==> src/rtl/lstm_gate_mac.sv <==
// rtl/lstm_gate_mac.sv - serial MAC computing one saturated Q7.24 LSTM gate pre-activation
module lstm_gate_mac #(
    parameter int WIDTH     = 32,
    parameter int FRAC      = 24,
    parameter int N         = 8,
    parameter int ACC_WIDTH = 48,
    parameter int CNT_WIDTH = 4
) (
    input  logic             clk,
    input  logic             rst_n,
    input  logic             i_start,
    input  logic [WIDTH-1:0] i_b,
    input  logic             i_valid,
    input  logic [WIDTH-1:0] i_x,
    input  logic [WIDTH-1:0] i_w,
    output logic             o_ready,
    output logic             o_busy,
    output logic [WIDTH-1:0] o_z,
    output logic             o_valid,
    input  logic             i_ready
);

    typedef enum logic [1:0] {
        IDLE = 2'd0,
        ACC  = 2'd1,
        DONE = 2'd2
    } state_t;

    state_t                        state;
    state_t                        state_next;
    logic signed [ACC_WIDTH-1:0]   acc;
    logic        [CNT_WIDTH-1:0]   cnt;
    logic        [WIDTH-1:0]       bias;
    logic                          beat;
    logic                          last_beat;
    logic signed [2*WIDTH-1:0]     prod;
    logic signed [ACC_WIDTH-1:0]   term;
    logic signed [ACC_WIDTH-1:0]   total;
    logic                          fits;
    logic        [WIDTH-1:0]       z_sat;

    assign o_ready   = (state == ACC);
    assign o_busy    = (state != IDLE);
    assign beat      = i_valid && o_ready;
    assign last_beat = beat && (cnt == CNT_WIDTH'(N - 1));

    // Full-precision product, rescaled back to Q7.24 by an arithmetic shift
    // (floor rounding); the accumulator is wide enough that no term overflows.
    assign prod  = $signed(i_x) * $signed(i_w);
    assign term  = ACC_WIDTH'(prod >>> FRAC);
    assign total = acc + {{(ACC_WIDTH - WIDTH){bias[WIDTH-1]}}, bias};

    // Clamp to the WIDTH-bit signed range only at the output; the value fits
    // when every bit above the result sign bit matches the sign bit.
    always_comb begin
        fits  = (&total[ACC_WIDTH-1:WIDTH-1]) || !(|total[ACC_WIDTH-1:WIDTH-1]);
        z_sat = total[WIDTH-1:0];
        if (!fits) begin
            if (total[ACC_WIDTH-1]) begin
                z_sat = {1'b1, {(WIDTH - 1){1'b0}}};
            end else begin
                z_sat = {1'b0, {(WIDTH - 1){1'b1}}};
            end
        end
    end

    // Next-state selection: start from IDLE, last beat ends ACC, handshake ends DONE.
    always_comb begin
        state_next = state;
        case (state)
            IDLE: if (i_start) state_next = ACC;
            ACC:  if (last_beat) state_next = DONE;
            DONE: if (o_valid && i_ready) state_next = IDLE;
            default: state_next = IDLE;
        endcase
    end

    // State register plus datapath: bias latch, accumulation, result register.
    always_ff @(posedge clk) begin
        if (!rst_n) begin
            state   <= IDLE;
            acc     <= '0;
            cnt     <= '0;
            bias    <= '0;
            o_z     <= '0;
            o_valid <= 1'b0;
        end else begin
            state <= state_next;
            case (state)
                IDLE: begin
                    if (i_start) begin
                        bias <= i_b;
                        acc  <= '0;
                        cnt  <= '0;
                    end
                end
                ACC: begin
                    if (beat) begin
                        acc <= acc + term;
                        cnt <= cnt + CNT_WIDTH'(1);
                    end
                end
                DONE: begin
                    // First DONE cycle registers the result; it then holds until taken.
                    if (!o_valid) begin
                        o_z     <= z_sat;
                        o_valid <= 1'b1;
                    end else if (i_ready) begin
                        o_valid <= 1'b0;
                    end
                end
                default: ;
            endcase
        end
    end

endmodule

==> config.mk <==
export PLATFORM = sky130hd
export DESIGN_NAME = lstm_gate_mac
export DESIGN_NICKNAME = d
export VERILOG_FILES = /design/src/rtl/lstm_gate_mac.sv
export SDC_FILE = /design/constraint.sdc
export NUM_CORES = 2
export LEC_CHECK = 0
export ABC_AREA = 1
export CELL_PAD_IN_SITES_DETAIL_PLACEMENT = 1
export CELL_PAD_IN_SITES_GLOBAL_PLACEMENT = 1
export CORE_MARGIN = 3
export CORE_UTILIZATION = 50
export DETAILED_ROUTE_END_ITERATION = 10
export PLACE_DENSITY = 0.92
export SLEW_MARGIN = 25
export SYNTH_ARGS = -nofsm -noshare
export SYNTH_HDL_FRONTEND = slang
export SYNTH_SLANG_ARGS = --single-unit
==> constraint.sdc <==
create_clock -name clk -period 18.3 [get_ports clk]
set_input_delay 3.66 -clock clk [delete_from_list [all_inputs] [get_ports clk]]
set_output_delay 3.66 -clock clk [all_outputs]
set_load 0.01 [all_outputs]
==> impl_metrics.py <==
metrics = {
    "critical_path": {
        "cp.arrival_ns": 14.60,
        "cp.required_ns": 18.61,
        "cp-start-kind": "input pin",
        "worstSetupEndpointType": "flop",
        "worstPathMaxFanout": 32,
        "cpMaxStageDelayCell": "fa_1",
        "critPathMostFrequentCell": "fa_1",
        "timing.critical_path.buf_inv": 9,
        "critPathKind": "in -> reg",
        "crit_family": "adder cells",
        "max_stage_delay_ns": 0.93,
    },
    "sta": {
        "hold_violations": 0,
        "setup_tns_ns": 0,
        "worst_slew_pin_slew_ns": 1.03,
        "min_period_over_period_pct": 78.1,
        "setup_viol": 0,
        "relSlewSlack_pct": 31.3,
        "rsz0062_at_grt": "false",
        "finalMaxSlewViolations": 0,
        "period_needed_ns": 14.30,
        "fin_skew_ns": 0.0185,
        "fmax_mhz": 69.9,
    },
    "routing": {
        "drc": 0,
        "routed_wl_mm": 183,
        "post_drt_wl_per_cell_microns": 24.3,
        "final_antenna_net_count": 0,
        "vias_per_cell": 5.76,
        "first_pass_iters": 6,
        "vias": 43500,
        "dr.first_iter.drc_count": 3395,
    },
    "synthesis": {
        "synth_edf_count": 0,
        "synth.ff_latch_count": 119,
        "ys.flop_type": "dfxtp_1",
        "synth_nets": 7741,
        "syn_inst": 6281,
        "yosysSeqAreaShare_pct": 5.02,
        "synth.distinct_cells": 42,
        "synthArstFlopShare_pct": 0,
        "syn_avg_cell_area_sq_um": 7.56,
        "syn_area_sq_um": 47500,
        "ys.warnings.count": 0,
    },
    "grt": {
        "grt_use_met3_pct": 7.48,
        "gr-total-overflow": 0,
        "met2_usage_pct": 65.8,
        "use_met1_pct": 41.0,
        "grt_first_pass_wirelength_mm": 285,
        "grt_max_degree": 68,
        "grt_pass1_vias": 51000,
        "busiest_layer": "met2",
        "antenna_found_initial": 3,
        "grt.total_usage_pct": 37.9,
    },
    "place": {
        "hpwl_mm": 150,
        "gp_congestion": 0.952,
        "place_area_sq_um": 50000,
        "port_buffers": 135,
    },
    "floorplan": {
        "io_pins": 136,
        "row_count": 112,
        "dieArea_sq_um": 98700,
        "fp.dieW_microns": 314,
        "core_sq_um": 93700,
        "initial_core_util_pct": 50.6,
        "fp.dieH_microns": 314,
    },
    "clock_network": {
        "cts_setup_buffers": 0,
        "clkSlewWorstSetupHoldPaths_ns": 0.07,
        "cts-root-buf": "clkbuf_16",
        "clock_latency_ns": 0.46,
        "post_cts_resized": 0,
        "cts_htree_levels": 4,
        "cts.hold.buffers_added": 0,
        "cts-buffers-inserted": 17,
        "max-clock-path-buffers": 2,
        "clock_sinks": 119,
        "cts_tree": "done",
    },
    "cells_and_area": {
        "drive_gt1_share_pct": 2.45,
        "design_area_sq_um": 50600,
        "regArea_sq_um": 2380,
        "multi_input_area_sq_um": 37700,
        "syn2layout_area_growth_pct": 6.59,
        "final_common_cell": "inv_1",
        "fillers": 11800,
        "layout_common_cells": "inv_1 (1713), nand2_1 (1593), fa_1 (1083)",
        "final_nets": 7736,
    },
    "job": {
        "maxCapViolations": 0,
    },
    "hold_path": {
        "hold_class": "reg -> reg",
    },
    "outcome": {
        "outcome": "complete, no violations",
    },
}
-- cells in the mapped netlist, types with 3 or more instances --
library cell	count	share of area, %
nand3_1	86	0.91
and2_1	3	0.040
nor3_1	21	0.22
a21oi_2	12	0.22
a21boi_0	5	0.079
fa_1	1083	46
clkbuf_1	222	1.8
dfxtp_1	119	5.0
ha_1	276	7.3
xor2_1	45	0.83
inv_2	3	0.024
or2_2	12	0.16
buf_6	4	0.095
nor4_1	10	0.13
and3_1	5	0.066
a211oi_1	3	0.047
nand3b_1	5	0.079
a31oi_1	34	0.45
nor2_2	10	0.13
o21ai_0	208	2.2
o221ai_1	3	0.055
a21o_1	21	0.33
xnor2_1	37	0.68
o211ai_1	7	0.11
clkinv_1	3	0.024
nand4_1	25	0.33
o21a_1	17	0.27
nand2_1	1593	13
nand2_2	4	0.053
o21bai_1	17	0.27
nor2_1	339	2.7
inv_1	1713	14
a21oi_1	322	3.4
-- layout make-up --
class                   instances  area share [%]
diodes                          2         0.00989
flip-flops and latches        119            4.71
multi-input cells            4215            74.6
clock inverters                15           0.356
inverters                    1719            12.8
clock buffers                  17           0.841
well taps                    1254            3.10
repair buffers                204            3.63
-- flip-flops by register name (all words and copies together) (netlist names) --
signal   count
o_z         32
state        2
acc         48
bias        32
o_valid      1
cnt          4
-- layer usage --
metal  vias to the layer above  share of wire (%)
li1                      18200                  -
met1                     21900                 34
met2                      2357                 50
met3                      1059                7.7
met4                         2                8.6
met5                         -             0.0076
-- per-stage QoR --
step / utilization, % / hold WS, ns / setup WS, ns / cells
final: 54.0 / 0.486 / 4.00 / 7545
after detailed placement: 53.3 / 0.473 / 3.81 / 7511
after global placement: 53.3 / 0.472 / 4.47 / 7511
after global routing: 54.0 / 0.501 / 3.46 / 7545
after floorplan: - / 0.459 / 6.15 / 6281
after CTS: 54.0 / 0.483 / 4.23 / 7543
-- logic make-up (layout without fill, tap and decap cells) --
group                    after synthesis  count (layout)  share of synthesized area, %
other                                  0               2                             0
AND/OR/NAND/NOR                     2117            2117                          17.5
flip-flops                           119             119                          5.02
AO/OA/AOI/OAI                        657             657                          7.55
XOR/XNOR                              82              82                          1.51
buffers and inverters               1947            1955                          15.5
adder cells (fa/ha/maj)             1359            1359                          53.0
-- worst paths after layout --
check,from,end,slack [ns],depth (start not counted)
worst max-delay path,i_x[31],acc[42],4.00,37
worst min-delay path,o_z[31],o_z[31],0.49,2
worst min register to register,o_z[31],o_z[31],0.49,2
worst max register to register,acc[0],o_z[6],13.91,20
-- worst register-to-register path: cells and delay by family, from the launching register on --
family / cells / cell delay (ns)
compound gates: 1 / 0.21
simple gates: 15 / 2.56
buf+inv: 2 / 0.29
fa+ha+maj: 2 / 0.80
flops: 1 / 0.45
Power is left out: the tool's default activity adds up to more than one toggle a clock period on the data nets, which glitch-free logic cannot reach.
